==> src/rtl/dot_pkg.sv <==
// dot_pkg: shared widths, phase order and dot-product helper for the dot engine
// and its serializer.
package dot_pkg;
    localparam int DW = 8;
    localparam int RW = 2*DW+2;
    localparam int NUM_PHASES = 6;
    typedef enum logic [2:0] {PH_A0, PH_A1, PH_A2, PH_B0, PH_B1, PH_B2} phase_t;
    function automatic logic [RW-1:0] dot3(input logic [3*DW-1:0] a, input logic [3*DW-1:0] b);
        logic [RW-1:0] s;
        s = '0;
        for (int i = 0; i < 3; i++)
            s += RW'(a[i*DW +: DW]) * RW'(b[i*DW +: DW]);
        return s;
    endfunction
endpackage

==> src/rtl/dot_result_checker.sv <==
// dot_result_checker: predicts the engine's result one frame behind the
// serializer and flags a missing, spurious or wrong result strobe.
module dot_result_checker
    import dot_pkg::*;
(
    input  logic            clk,
    input  logic            resetn,
    input  logic            last,
    input  logic            first,
    input  logic [6*DW-1:0] next_frame,
    input  logic            res_valid,
    input  logic [RW-1:0]   res_data,
    output logic            chk_mismatch,
    output logic            chk_err
);
    logic [RW-1:0] exp_cur, exp_prev;
    logic          seen, armed;
    // the engine drives a junk strobe out of reset, so checking waits two frames
    assign chk_mismatch = armed && (first ? (!res_valid || res_data != exp_prev) : res_valid);
    always_ff @(posedge clk or negedge resetn) begin
        if (!resetn) begin
            exp_cur  <= '0;
            exp_prev <= '0;
            seen     <= 1'b0;
            armed    <= 1'b0;
            chk_err  <= 1'b0;
        end else begin
            if (last) begin
                exp_cur  <= dot3(next_frame[3*DW-1:0], next_frame[6*DW-1:3*DW]);
                exp_prev <= exp_cur;
                seen     <= 1'b1;
                armed    <= seen;
            end
            if (chk_mismatch)
                chk_err <= 1'b1;
        end
    end
endmodule

==> src/rtl/dot_vec_serializer.sv <==
// dot_vec_serializer: streams vector pairs a0..b2 in lock-step with the dot engine's
// 6-phase sequence, padding with zero frames; result check under DOT_RESULT_CHECK_EN.
module dot_vec_serializer #(
    parameter  int DW = 8,
    localparam int RW = 2*DW+2
) (
    input  logic            clk,
    input  logic            resetn,
    input  logic            in_valid,
    output logic            in_ready,
    input  logic [3*DW-1:0] in_a,
    input  logic [3*DW-1:0] in_b,
    output logic [DW-1:0]   byte_o,
    output logic            frame_start,
    output logic            frame_last,
    output logic [15:0]     frames_sent,
    input  logic            res_valid,
    input  logic [RW-1:0]   res_data,
    output logic            chk_mismatch,
    output logic            chk_err
);
    import dot_pkg::*;
    phase_t          phase;
    logic            hold_full, frame_live, last, accept;
    logic [6*DW-1:0] hold, frame_reg, next_frame;
    assign last        = phase == PH_B2;
    assign in_ready    = !hold_full || last;
    assign accept      = in_valid && in_ready;
    assign next_frame  = hold_full ? hold : '0;
    assign byte_o      = frame_reg[phase*DW +: DW];
    assign frame_start = frame_live && phase == PH_A0;
    assign frame_last  = last;
    always_ff @(posedge clk or negedge resetn) begin
        if (!resetn) begin
            phase       <= PH_A0;
            hold_full   <= 1'b0;
            hold        <= '0;
            frame_reg   <= '0;
            frame_live  <= 1'b0;
            frames_sent <= '0;
        end else begin
            phase <= last ? PH_A0 : phase_t'(phase + 3'd1);
            if (last) begin
                frame_reg  <= next_frame;
                frame_live <= hold_full;
                hold_full  <= accept;
                if (hold_full)
                    frames_sent <= frames_sent + 16'd1;
            end else begin
                hold_full <= hold_full | accept;
            end
            if (accept)
                hold <= {in_b, in_a};
        end
    end
`ifdef DOT_RESULT_CHECK_EN
    dot_result_checker u_chk (
        .clk          (clk),
        .resetn       (resetn),
        .last         (last),
        .first        (phase == PH_A0),
        .next_frame   (next_frame),
        .res_valid    (res_valid),
        .res_data     (res_data),
        .chk_mismatch (chk_mismatch),
        .chk_err      (chk_err)
    );
`else
    logic unused_res;
    assign unused_res   = ^{res_valid, res_data};
    assign chk_mismatch = 1'b0;
    assign chk_err      = 1'b0;
`endif
endmodule

==> config.mk <==
export PLATFORM = sky130hd
export DESIGN_NAME = dot_vec_serializer
export DESIGN_NICKNAME = d
export VERILOG_FILES = /design/src/rtl/dot_pkg.sv /design/src/rtl/dot_result_checker.sv /design/src/rtl/dot_vec_serializer.sv
export SDC_FILE = /design/constraint.sdc
export NUM_CORES = 1
export LEC_CHECK = 0
export CORE_ASPECT_RATIO = 1.75
export CORE_UTILIZATION = 53
export CTS_BUF_LIST = sky130_fd_sc_hd__clkbuf_4
export DETAILED_ROUTE_END_ITERATION = 7
export GPL_ROUTABILITY_DRIVEN = 1
export HOLD_SLACK_MARGIN = 0.06
export PLACE_DENSITY = 0.85
export SETUP_SLACK_MARGIN = 0.1
export SKIP_CTS_REPAIR_TIMING = 1
export SLEW_MARGIN = 40
export SYNTH_ARGS = -nofsm -noshare
export SYNTH_HDL_FRONTEND = slang
export SYNTH_SLANG_ARGS = --single-unit
==> constraint.sdc <==
create_clock -name clk -period 2.45 [get_ports clk]
set_clock_uncertainty 0.1 [all_clocks]
set_input_delay 0.49 -clock clk [delete_from_list [all_inputs] [get_ports clk]]
set_output_delay 0.49 -clock clk [all_outputs]
set_load 0.005 [all_outputs]
## Word-level counts from Yosys, hierarchy flattened

Cells that the tools add are included.
W data, S select, Z words.

| storage, ports and cells | value |
|---|---|
| register bits after elaboration | 117 |
| output and inout port bits | 29 |
| input port bits | 70 |
| logic and storage cells | 20 |

| operators by class | value |
|---|---|
| add/subtract/negate cells | 2 |
| reductions and logical operators | 6 |
| eq/ne operators | 1 |
| muxes and demuxes | 3 |
| shift operators | 1 |
| bitwise operators | 1 |

Operator list:

| operator | count |
|---|---|
| $mux W48 | 1 |
| $shiftx A48 B7 Y8 | 1 |
| $add A16 B1 Y16 const B | 1 |
| $add A3 B1 Y3 const B | 1 |
| $eq A3 B3 Y1 const B | 1 |
| $logic_not A3 Y1 | 1 |
| $mux W3 | 1 |
| $logic_and A1 B1 Y1 | 2 |
| $reduce_and A2 Y1 | 1 |
| $logic_not A1 Y1 | 1 |
| $logic_or A1 B1 Y1 | 1 |
| $mux W1 | 1 |
| $or A1 B1 Y1 | 1 |

## Depth between registers and ports, before layout

Gate-level depths: netlist of run 1.

| depth | value |
|---|---|
| word-level depth | 5 |
| mapped depth | 7 |

## Worst setup path after synthesis of run 1

No wires, ideal clock.

| timing | value |
|---|---|
| path type | register -> output |
| start point | register phase[2] |
| end point | output port byte_o[6] |
| path buffers | 2 |
| data arrival time | 1358 ps |
| cell stages (with the launch flop) | 7 |
| setup slack | 502 ps |
| cell sequence | dfrtp_1 > buf_2 > or2_2 > clkbuf_1 > o22ai_1 > nand2_1 > a22o_1 |

| between the ends | value |
|---|---|
| cells in the longest elaborated chain, start to end | 1 |

Ends and longest elaborated chain:

| item | RTL line | RTL |
|---|---|---|
| start, declared | dot_vec_serializer.sv:23 | `phase_t phase;` |
| start signal, assigned | dot_vec_serializer.sv:42 | `phase <= last ? PH_A0 : phase_t'(phase + 3'd1);` |
| $shiftx A48 B7 Y8 | dot_vec_serializer.sv:30 | `assign byte_o = frame_reg[phase*DW +: DW];` |
| end, declared | dot_vec_serializer.sv:13 | `output logic [DW-1:0] byte_o,` |

No other way between the ends.

## Worst setup path after layout of run 1

| timing | value |
|---|---|
| start point | register phase[1] |
| end point | output port byte_o[3] |

Same word-level chain as after synthesis.

==> run metrics, run 1 <==
status=complete, but fails checks; violated checks=setup timing; Worst R2R Setup Slack=approximately 320 ps; crit path max fanout=7; relative slew slack=59.0%; placed cell count=roughly 630; final setup fails=8; CTS Root Cell=clkbuf_4; post-synthesis cell type count=34; Util after Layout=between 70% and 80%; CP Capture Type=output port; DRC errors left=0; total global-route track usage=23.8%; fin. max-slew vios=0; Peak VDD IR=0.426 mV; core area=between 0.009 and 0.01 sq mm; total negative slack=-1450 ps; final global-route overflow total=0; Post-Route WL=~12,000 um; Max-Cap Viols=0; Seq cells post-synth=about 120; fmax=around 380 MHz; Worst R2R Path Depth=7; Reg clk slew, reported paths=100 ps; synth warn=0; cell taking the most area after synthesis=dfrtp_1; CP startpoint kind=register; PwrDens=roughly 690 mW/mm^2; input/output buffers=between 70 and 80; RR Startpoint=phase[1]; Syn Inst Count=roughly 440; cell area after synthesis=a little over 0.005 sq mm; CTS tree=yes; Hold Crit Class=register to register; Crit Path Category=register to output port; Via density=roughly 5.7; vias in the first global route=~3,600; Fillers=about 550; Detailed Route Iter0 Violations=370; most common cell after layout, fill and taps aside=dfrtp_1; antenna-violating nets left=0; Ports=99; Reg-to-Reg End=frames_sent[1]; Tmin final=approximately 2700 ps; clock sinks=between 100 and 150; crit path launch=phase[1]; top-area cell type share of the netlist area=58.3%; number of diodes=0; most frequent cells in the layout=dfrtp_1 (115), nand2_1 (113), clkdlybuf4s50_1 (65); Req. time, crit path=~1900 ps; Tcrit/Tclk final=109%; Avg Cell Area, Syn=about 11 sq um; Post-DP Area=about 0.0060 sq mm; largest net degree at the start of global routing=118; Num CTS Buffers=17; Die H=around 130 um; Setup crit end=byte_o[3]; wire per inst=between 15 and 20 um; width of the chip=~76 um; initial core utilization=a little over half; main area contributors after synthesis=dfrtp_1 (58%), nand2_1 (8.4%), mux2_2 (6.5%); RSZ-0062 raised after global routing=true; nets@finish=around 620; first-pass GRT wire length=17,300 um; Routability Congestion=about 0.86; layout cells sized above 1=26.6%; Post-Layout Cell Count=roughly 680; Hold Fails Final Rpt=0; Worst Path Arrival=between 2000 and 2500 ps; Clock Latency Late Sink=between 500 and 600 ps; maximum clock path buffer count=2; total number of vias=around 3,900; H-tree lvl count=4; Die Area=around 0.0099 sq mm; Total Power=4.57 mW; post-route setup slack=-216 ps; Worst-Margin Slew=between 600 and 700 ps; TritonRoute pass-1 iters=7; Row Count=46; initial antenna violation count=0; Layout area overhead=32.4%; Post-DP HPWL=roughly 7500 um; leakage=3.11 nW; register area share after synthesis=just under 60%; Final Cell Area=around 0.0067 sq mm
kinds of logic (layout without fill, tap and decap cells):
family / count (synthesis) / count (layout) / synth area share (%)
XOR/XNOR: 15 / 15 / 2.61
adder cells (fa/ha/maj): 1 / 1 / 0.249
other: 1 / 2 / 0.0746
multiplexers: 59 / 59 / 14.3
AND/OR/NAND/NOR: 186 / 187 / 16.6
AO/OA/AOI/OAI: 32 / 32 / 4.58
buffers and inverters: 33 / 151 / 3.29
flip-flops: 117 / 117 / 58.3
synth_stat cells (all sizes together):
master    n
dfrtp   117
nand2   114
nand3    53
mux2     49
buf      18
o22ai    16
clkbuf   12
mux2i    10
xnor2    10
a21boi    8
a22o      8
xor2      5
and3      4
nand4     4
and2      2
inv       2
nor2      2
nor3      2
clkinv    1
conb      1
ha        1
nand2b    1
nand3b    1
nor3b     1
nor4      1
or2       1
power breakdown:
| group | switching (mW) | internal [mW] |
|---|---|---|
| registers | 0.215 | 2.19 |
| clock network | 0.704 | 0.846 |
| logic | 0.256 | 0.361 |
| total | 1.18 | 3.39 |
worst max-delay path, cell delays in order (launching register included):
cell and delay [ps]:
dfrtp_2 460, nand3b_4 210, clkinvlp_4 210, buf_6 180, buf_4 130, a22o_1 240
buf_2 130
per-stage QoR:
step                      hold slack [ps]  setup WS (ps)
after CTS                           -43.5           -488
after floorplan                      94.4            502
final                                 377           -216
after global placement                353            117
after detailed placement              359           79.4
after global routing                  405           -327
layout make-up:
class                      instances  area [sq um]  share of cell area [%]
tap                              120           150                    2.26
clock inverter                    11           158                    2.37
multi-input combinational        296          2070                    31.1
clock buffer                      21           158                    2.37
inverter                           3          21.3                   0.320
timing repair buffer             116          1160                    17.5
sequential                       117          2930                    44.0
worst min-delay path by stage:
| stage | from | endpoint | slack, ps | cells after the start |
|---|---|---|---|---|
| 2_1_floorplan | resetn | frame_live | 90 | 0 |
| 3_3_place_gp | frame_reg[35] | frame_reg[35] | 350 | 2 |
| 3_5_place_dp | frame_reg[6] | frame_reg[6] | 360 | 2 |
| 4_1_cts | resetn | frames_sent[12] | -40 | 2 |
| 5_1_grt | frame_reg[4] | frame_reg[4] | 400 | 2 |
| 6_report | frame_reg[6] | frame_reg[6] | 380 | 2 |
routing by layer:
layer	wire, um	vias up	global-route usage [%]
li1	-	1734	-
met1	4470	1925	28.1
met2	6600	194	39.3
met3	725	62	5.98
met4	686	0	12.6
met5	0	-	0
Power figures use the tool's default switching activity.
==> run 2, diff against run 1 <==
--- a/config.mk
+++ b/config.mk
@@ -6,12 +6,13 @@
 export NUM_CORES = 1
 export LEC_CHECK = 0
 export CORE_ASPECT_RATIO = 1.75
-export CORE_UTILIZATION = 53
+export CORE_UTILIZATION = 55
 export CTS_BUF_LIST = sky130_fd_sc_hd__clkbuf_4
 export DETAILED_ROUTE_END_ITERATION = 7
+export DONT_BUFFER_PORTS = 1
 export GPL_ROUTABILITY_DRIVEN = 1
 export HOLD_SLACK_MARGIN = 0.06
-export PLACE_DENSITY = 0.85
+export PLACE_DENSITY = 0.73
 export SETUP_SLACK_MARGIN = 0.1
 export SKIP_CTS_REPAIR_TIMING = 1
 export SLEW_MARGIN = 40
==> run 2 against run 1 <==
Against the previous run: the run ends with hold timing left; non-clock buffer count down 46; setup slack better by 240 ps; design area down 9.2%; global-route usage down 0.94 points; largest cell class unchanged; final cell count down 6.9%; critical path depth down 2.
==> run metrics, run 2 (same netlist as run 1, synthesis figures left out) <==
H-tree lvl count=4; Max Used Layer=met4; Routability Congestion=roughly 0.94; Via density=5.47; initial antenna violation count=1; Metal-1 WL=between 4000 and 5000 um; fmax=413 MHz; largest net degree at the start of global routing=roughly 120; CP startpoint kind=register; Tcrit/Tclk final=between 90% and 100%; TritonRoute pass-1 iters=4; total global-route track usage=~23%; Hold Crit Class=input port to asynchronous set/reset pin; nets@finish=around 580; layout cells sized above 1=21.4%; Ports=99; leakage=between 2 and 3 nW; Comb pwr share=between 10% and 20%; final hold slack=-457 ps; Layout area overhead=20.2%; Hold Fails Final Rpt=between 100 and 150; Max-Cap Viols=0; RSZ-0062 raised after global routing=true; switching share of power=25.3%; Clk network pwr share=between 30% and 40%; fin. max-slew vios=0; CP peak stage delay=about 460 ps; violated checks=hold timing; vias in the first global route=roughly 3,400; post-route setup slack=approximately 28 ps; WP buf/inv=1; core area=0.00878 sq mm; Total Power=around 4.2 mW; CTS Root Cell=clkbuf_4; Pint=3.15 mW; clock sinks=117; crit path max fanout=9; final global-route overflow total=0; Post-DP HPWL=7010 um; Req. time, crit path=roughly 1900 ps; initial core utilization=between 50% and 60%; Util after Layout=between 60% and 70%; Clock Latency Late Sink=around 530 ps; total number of vias=around 3,500; met3 routed WL=roughly 560 um; Row Count=45; Die Area=0.00954 sq mm; status=complete, but fails checks; first-pass GRT wire length=between 15,000 and 20,000 um; Peak VDD IR=0.392 mV; most frequent cells in the layout=dfrtp_1 (115), nand2_1 (113), nand3_1 (53); Post-Layout Cell Count=637; CTS tree=yes; Crit Path Category=register to output port; DRC errors left=0; PwrDens=approximately 700 mW/mm^2; Detailed Route Iter0 Violations=about 180; Post-Route WL=~10,000 um; Worst Path Arrival=roughly 1800 ps; width of the chip=about 74 um; CP Capture Type=output port; wire per inst=16.4 um; final setup fails=0; Die H=between 100 and 150 um; Reg power frac=between 50% and 60%; Reg clk slew, reported paths=roughly 100 ps; placed cell count=approximately 540; antenna-violating nets left=0; input/output buffers=0; Num CTS Buffers=17; net switching power=between 1 and 1.5 mW; most common cell after layout, fill and taps aside=dfrtp_1; delay-heaviest family, CP=flip-flops; total negative slack=0 ps; critical path cell sequence=buf_6 > mux2i_1 > o22ai_1 > a22o_1; dpl ws=around 470 ps; Tmin final=2420 ps; maximum clock path buffer count=2; met2 wire len=between 5000 and 6000 um; Slowest-stage cell, CP=dfrtp_2
-- run 2: metal layers --
layer | vias to the layer above | GRT usage [%]
met1 | 1707 | 27.1
met5 | - | 0
li1 | 1646 | -
met4 | 0 | 13.8
met2 | 104 | 36.4
met3 | 25 | 6.66
-- run 2: final timing paths --
kind	startpoint	end	slack, ps	depth (start not counted)
max in group asynchronous	resetn	hold[23]	2530	0
setup reg to reg	phase[1]	hold[12]	390	5
hold / removal	resetn	hold[47]	-460	0
setup / recovery	phase[1]	byte_o[7]	30	4
hold reg to reg	frame_reg[12]	frame_reg[12]	370	2
min in group clk	in_valid	hold[47]	340	2
-- run 2: power by group through the flow --
stage | clock network (mW) | logic [mW] | registers (mW)
after floorplan | 0 | 0.325 | 2.34
after global placement | 0 | 0.366 | 2.40
after detailed placement | 0 | 0.388 | 2.40
after CTS | 1.42 | 0.387 | 2.37
after global routing | 1.50 | 0.503 | 2.40
final | 1.39 | 0.450 | 2.37
-- run 2: worst register-to-register path: cells and delay by family, from the launching register on --
family | cells | cell delay, ps
simple gates | 3 | 790
flops | 1 | 480
mux | 1 | 360
buf+inv | 1 | 220
-- run 2: stage by stage --
| step | hold slack (ps) | area, sq um |
|---|---|---|
| 6_report | -457 | 6040 |
| 5_1_grt | -494 | 6040 |
| 4_1_cts | -495 | 5430 |
| 3_5_place_dp | 96.7 | 5150 |
| 3_3_place_gp | 96.8 | 5150 |
| 2_1_floorplan | 94.4 | 5030 |
-- run 2: final cells by class --
class / instances / area, sq um
sequential: 117 / 2930
fill: 693 / 2740
multi-input combinational: 295 / 1960
timing repair buffer: 70 / 689
tap: 117 / 146
clock inverter: 14 / 141
clock buffer: 18 / 135
inverter: 3 / 18.8
timing repair inverter: 2 / 15.0
antenna: 1 / 2.50
==> run 3, diff against run 2 <==
--- a/config.mk
+++ b/config.mk
@@ -5,14 +5,14 @@
 export SDC_FILE = /design/constraint.sdc
 export NUM_CORES = 1
 export LEC_CHECK = 0
+export ABC_CLOCK_PERIOD_IN_PS = 2450
 export CORE_ASPECT_RATIO = 1.75
-export CORE_UTILIZATION = 55
+export CORE_UTILIZATION = 60
 export CTS_BUF_LIST = sky130_fd_sc_hd__clkbuf_4
 export DETAILED_ROUTE_END_ITERATION = 7
 export DONT_BUFFER_PORTS = 1
 export GPL_ROUTABILITY_DRIVEN = 1
-export HOLD_SLACK_MARGIN = 0.06
-export PLACE_DENSITY = 0.73
+export PLACE_DENSITY = 0.79
 export SETUP_SLACK_MARGIN = 0.1
 export SKIP_CTS_REPAIR_TIMING = 1
 export SLEW_MARGIN = 40
==> run 3 against run 2 <==
Against the previous run: the flow finishes with violations (DRC, hold timing, setup timing); power shrank 2.0%; clock-buffer cell count grew 1; die area shrank 8.2%; clock power shrank 7%; flip-flop and latch count is the same; largest power group unchanged.
==> run metrics, run 3 (same netlist as run 1, synthesis figures left out) <==
vias in the first global route=3,255; initial core utilization=a little over three fifths; Global Route met3 Usage=approximately 7.5%; Setup crit end=byte_o[6]; H-tree lvl count=4; met2 Use GR=41.3%; crit path max fanout=7; Via density=5.78; RR Startpoint=phase[1]; Tmin final=2560 ps; Die H=approximately 120 um; clock sinks=between 100 and 150; Req. time, crit path=1860 ps; post-route setup slack=-111 ps; TritonRoute pass-1 iters=7; Routability Congestion=roughly 0.85; fin. max-slew vios=0; CTS Root Cell=clkbuf_4; most common cell after layout, fill and taps aside=dfrtp_1; first-pass GRT wire length=16,200 um; final setup fails=8; met1 GRT Util=a little under 30%; Worst R2R Path Depth=6; antenna-violating nets left=0; Final Cell Area=0.00601 sq mm; RSZ-0062 raised after global routing=true; Worst Path Arrival=just under 2000 ps; total number of vias=about 3,500; Post-DP HPWL=approximately 6700 um; Worst R2R Setup Slack=370 ps; Clk network pwr share=roughly 31%; final global-route overflow total=0; total global-route track usage=roughly a quarter; most frequent cells in the layout=dfrtp_1 (116), nand2_1 (113), nand3_1 (53); switching share of power=between 20% and 30%; CTS tree=yes; input/output buffers=0; Reg power frac=between 50% and 60%; net switching power=around 1.1 mW; Num CTS Buffers=17; wire per inst=~18 um; Crit Path Category=register to output port; Tcrit/Tclk final=105%; Max-Cap Viols=0; Comb pwr share=about 11%; Ports=99; grt peak-use layer=met2; total negative slack=-521 ps; maximum clock path buffer count=2; final hold slack=-434 ps; Reg-to-Reg End=frames_sent[15]; violated checks=DRC, hold timing, setup timing; CP Capture Type=output port; Detailed Route Iter0 Violations=between 200 and 250; core area=0.00802 sq mm; Hold Fails Final Rpt=117; nets@finish=a little under 600; Post-DP Area=slightly above 0.005 sq mm; fmax=between 300 and 400 MHz; Clock Latency Late Sink=between 500 and 600 ps; Pint=just over 3 mW; crit path launch=phase[1]; Layout area overhead=19.6%; leakage=around 2.8 nW; Die Area=between 0.008 and 0.009 sq mm; status=complete, but fails checks; width of the chip=a little over 70 um; largest net degree at the start of global routing=around 120; Post-Route WL=about 11,000 um; Peak VDD IR=a little under 0.5 mV; Reg clk slew, reported paths=roughly 100 ps; Hold Crit Class=input port to asynchronous set/reset pin; Row Count=between 40 and 50; initial antenna violation count=1; PwrDens=between 600 and 700 mW/mm^2; CP startpoint kind=register; layout cells sized above 1=22.7%; DRC errors left=10
## run 3: cell count changes in the layout (fill, tap and decap cells not counted), sizes merged
cell | before | now
buf | 21 | 23
clkbuf | 18 | 19
clkinvlp | 5 | 6
bufinv | 3 | 2
dlygate4sd3 | 49 | 48
clkinv | 11 | 10
## run 3: area by class of cell
class	count	area (sq um)
Clock buffer	19	143
Fill cell	541	2000
Antenna cell	1	2.50
Timing Repair inverter	2	12.5
Sequential cell	117	2930
Tap cell	90	113
Clock inverter	13	115
Timing Repair Buffer	71	693
Multi-Input combinational cell	295	1990
Inverter	3	18.8
## run 3: worst min-delay path by stage
stage / endpoint / slack, ps / startpoint / cells past startpoint
2_1_floorplan: frame_live / 90 / resetn / 0
3_3_place_gp: frames_sent[7] / 100 / resetn / 0
3_5_place_dp: frames_sent[5] / 100 / resetn / 0
4_1_cts: frames_sent[5] / -480 / resetn / 0
5_1_grt: frames_sent[7] / -480 / resetn / 0
6_report: phase[0] / -430 / resetn / 0
## run 3: critical path, cell delays in order (launching register included)
cell and delay, ps:
dfrtp_1 420, buf_8 160, clkinvlp_4 160, buf_6 160, o22ai_1 170, nand2_1 110
a22o_1 260
## run 3: power by group through the flow
| stage | clock network [mW] | logic, mW | registers (mW) |
|---|---|---|---|
| floorplan | 0 | 0.325 | 2.34 |
| global placement | 0 | 0.361 | 2.40 |
| detailed placement | 0 | 0.382 | 2.40 |
| CTS | 1.32 | 0.382 | 2.37 |
| global route | 1.42 | 0.505 | 2.41 |
| finish | 1.29 | 0.456 | 2.38 |
## run 3: through the flow
stage	worst slack, ps	hold slack (ps)	utilization, %	instances	total power [mW]
global placement	386	96.5	63.2	514	2.76
global route	-187	-485	75.0	611	4.33
detailed placement	300	96.4	63.2	514	2.79
CTS	-310	-477	66.4	546	4.07
floorplan	502	94.4	-	445	2.66
finish	-111	-434	75.0	611	4.13
## run 3: layer usage
layer	routed length (um)	up-vias
met4	276	0
met5	0	-
li1	-	1646
met2	5830	120
met1	4180	1738
met3	635	25
==> RTL edit, RTL diff (config.mk and constraints of run 2) <==
Add a define of `DOT_RESULT_CHECK_EN`.
--- a/src/rtl/dot_vec_serializer.sv
+++ b/src/rtl/dot_vec_serializer.sv
@@ -2,2 +2,4 @@
 // 6-phase sequence, padding with zero frames; result check under DOT_RESULT_CHECK_EN.
+`define DOT_RESULT_CHECK_EN
+
 module dot_vec_serializer #(
Formal check against the unedited RTL: same outputs for any inputs over 10 cycles, from zero or initial values and one cycle with resetn low; that may be too few to reach the edited logic, so the function may still have changed.
==> RTL edit against run 2 <==
- the flow finishes with violations (negative hold slack, negative setup slack)
- worst setup slack lost 5.8 ns
- highest routed layer is now met5
- final cell count grew to 3.2 times the old value
- wire length increased to 4.4 times the old value
- critical path depth up 25
- die area grew to 2.7 times the old value
- sequential cell count grew 39
- global-route usage increased by 6.6 points
- area after synthesis rose to 2.8 times the old value
- cell area rose to 3.0 times the old value
Power is left out: the tool's default activity adds up to more than one toggle a clock period on the data nets, which glitch-free logic cannot reach.
==> RTL edit: results (changes against run 2) <==
[placement]
dp_hpwl_um = 28700  ; +310%
dp_cells = 1875  ; +240%
dpl_cell_area_um2 = 15400  ; +200%
dp_slack_ns = -5.69  ; -6.16 ns

[cts]
clk_latency_ns = 0.65  ; +0.12 ns
clock_sink_count = 156  ; +33%

[global_routing]
first_global_vias = 11400  ; +240%
grt_start_max_net_pins = 157  ; +33%

[setup_path]
rr_startpoint = hold_full$_DFF_PN0_
ff2ff_path_depth = 29  ; +24
r2r_slack_ns = -5.81  ; -6.20 ns
r2r-end = u_chk.exp_cur[10]$_DFFE_PN0P_
cp_slowest_cell = dfrtp_4
max_stage_delay_ns = 0.54  ; +0.08 ns

[cells_and_area]
drive_above_1_share = 0.286  ; +0.0717
nets = 2012  ; +250%
seqAreaFraction = 0.217  ; -0.268
n_fill_cell = 1641  ; +140%
bufAreaShareNonClock = 0.154  ; +0.0400
n_all_inverters = 217  ; +212

[routing]
drt_pass1_iterations = 5  ; +1
drtIter0Drc = 1005  ; +450%
totalWireLength_um = 46500  ; +340%

[run_status]
status = finished with violations
violations = negative hold slack, negative setup slack

[timing]
hold_violations = 156  ; +33%
whs_ns = -0.554  ; -0.0975 ns
setup-tns-final_ns = -84.67  ; -84.67 ns
fin_ws_ns = -5.81  ; -5.83 ns
finalSetupViolCount = 40  ; +40

[floorplanning]
die_width_um = 122  ; +64%

[synthesis]
synth_area_leaders = dfrtp_1, fa_1, ha_1
ys_top_cells_by_count = nand2_1, inv_1, dfrtp_1
synth_cell_types = 55  ; +62%
seq_area_frac_synth = 0.282  ; -0.301

[RTL edit: layer usage]
metal | GRT usage | vias up | wire, um | share of wire
met4 | 0.218 | 6 | 4990 | 0.11
met2 | 0.526 | 692 | 23000 | 0.49
met3 | 0.0520 | 319 | 4030 | 0.087
met1 | 0.303 | 5925 | 14500 | 0.31
li1 | - | 5208 | - | -
met5 | 0 | - | 42 | 0.00090
[RTL edit: kinds of logic (layout without fill, tap and decap cells)]
kind of cell | count (synthesis) | after routing | share of synthesized area
AOI/OAI and AO/OA | 144 | 144 | 0.0626
xor gates and xnor gates | 56 | 56 | 0.0354
adders and majority gates | 253 | 253 | 0.308
buffers and inverters | 316 | 536 | 0.0888
DFF | 156 | 156 | 0.282
muxes | 61 | 61 | 0.0486
other | 0 | 2 | 0
and+or+nand+nor | 496 | 496 | 0.175
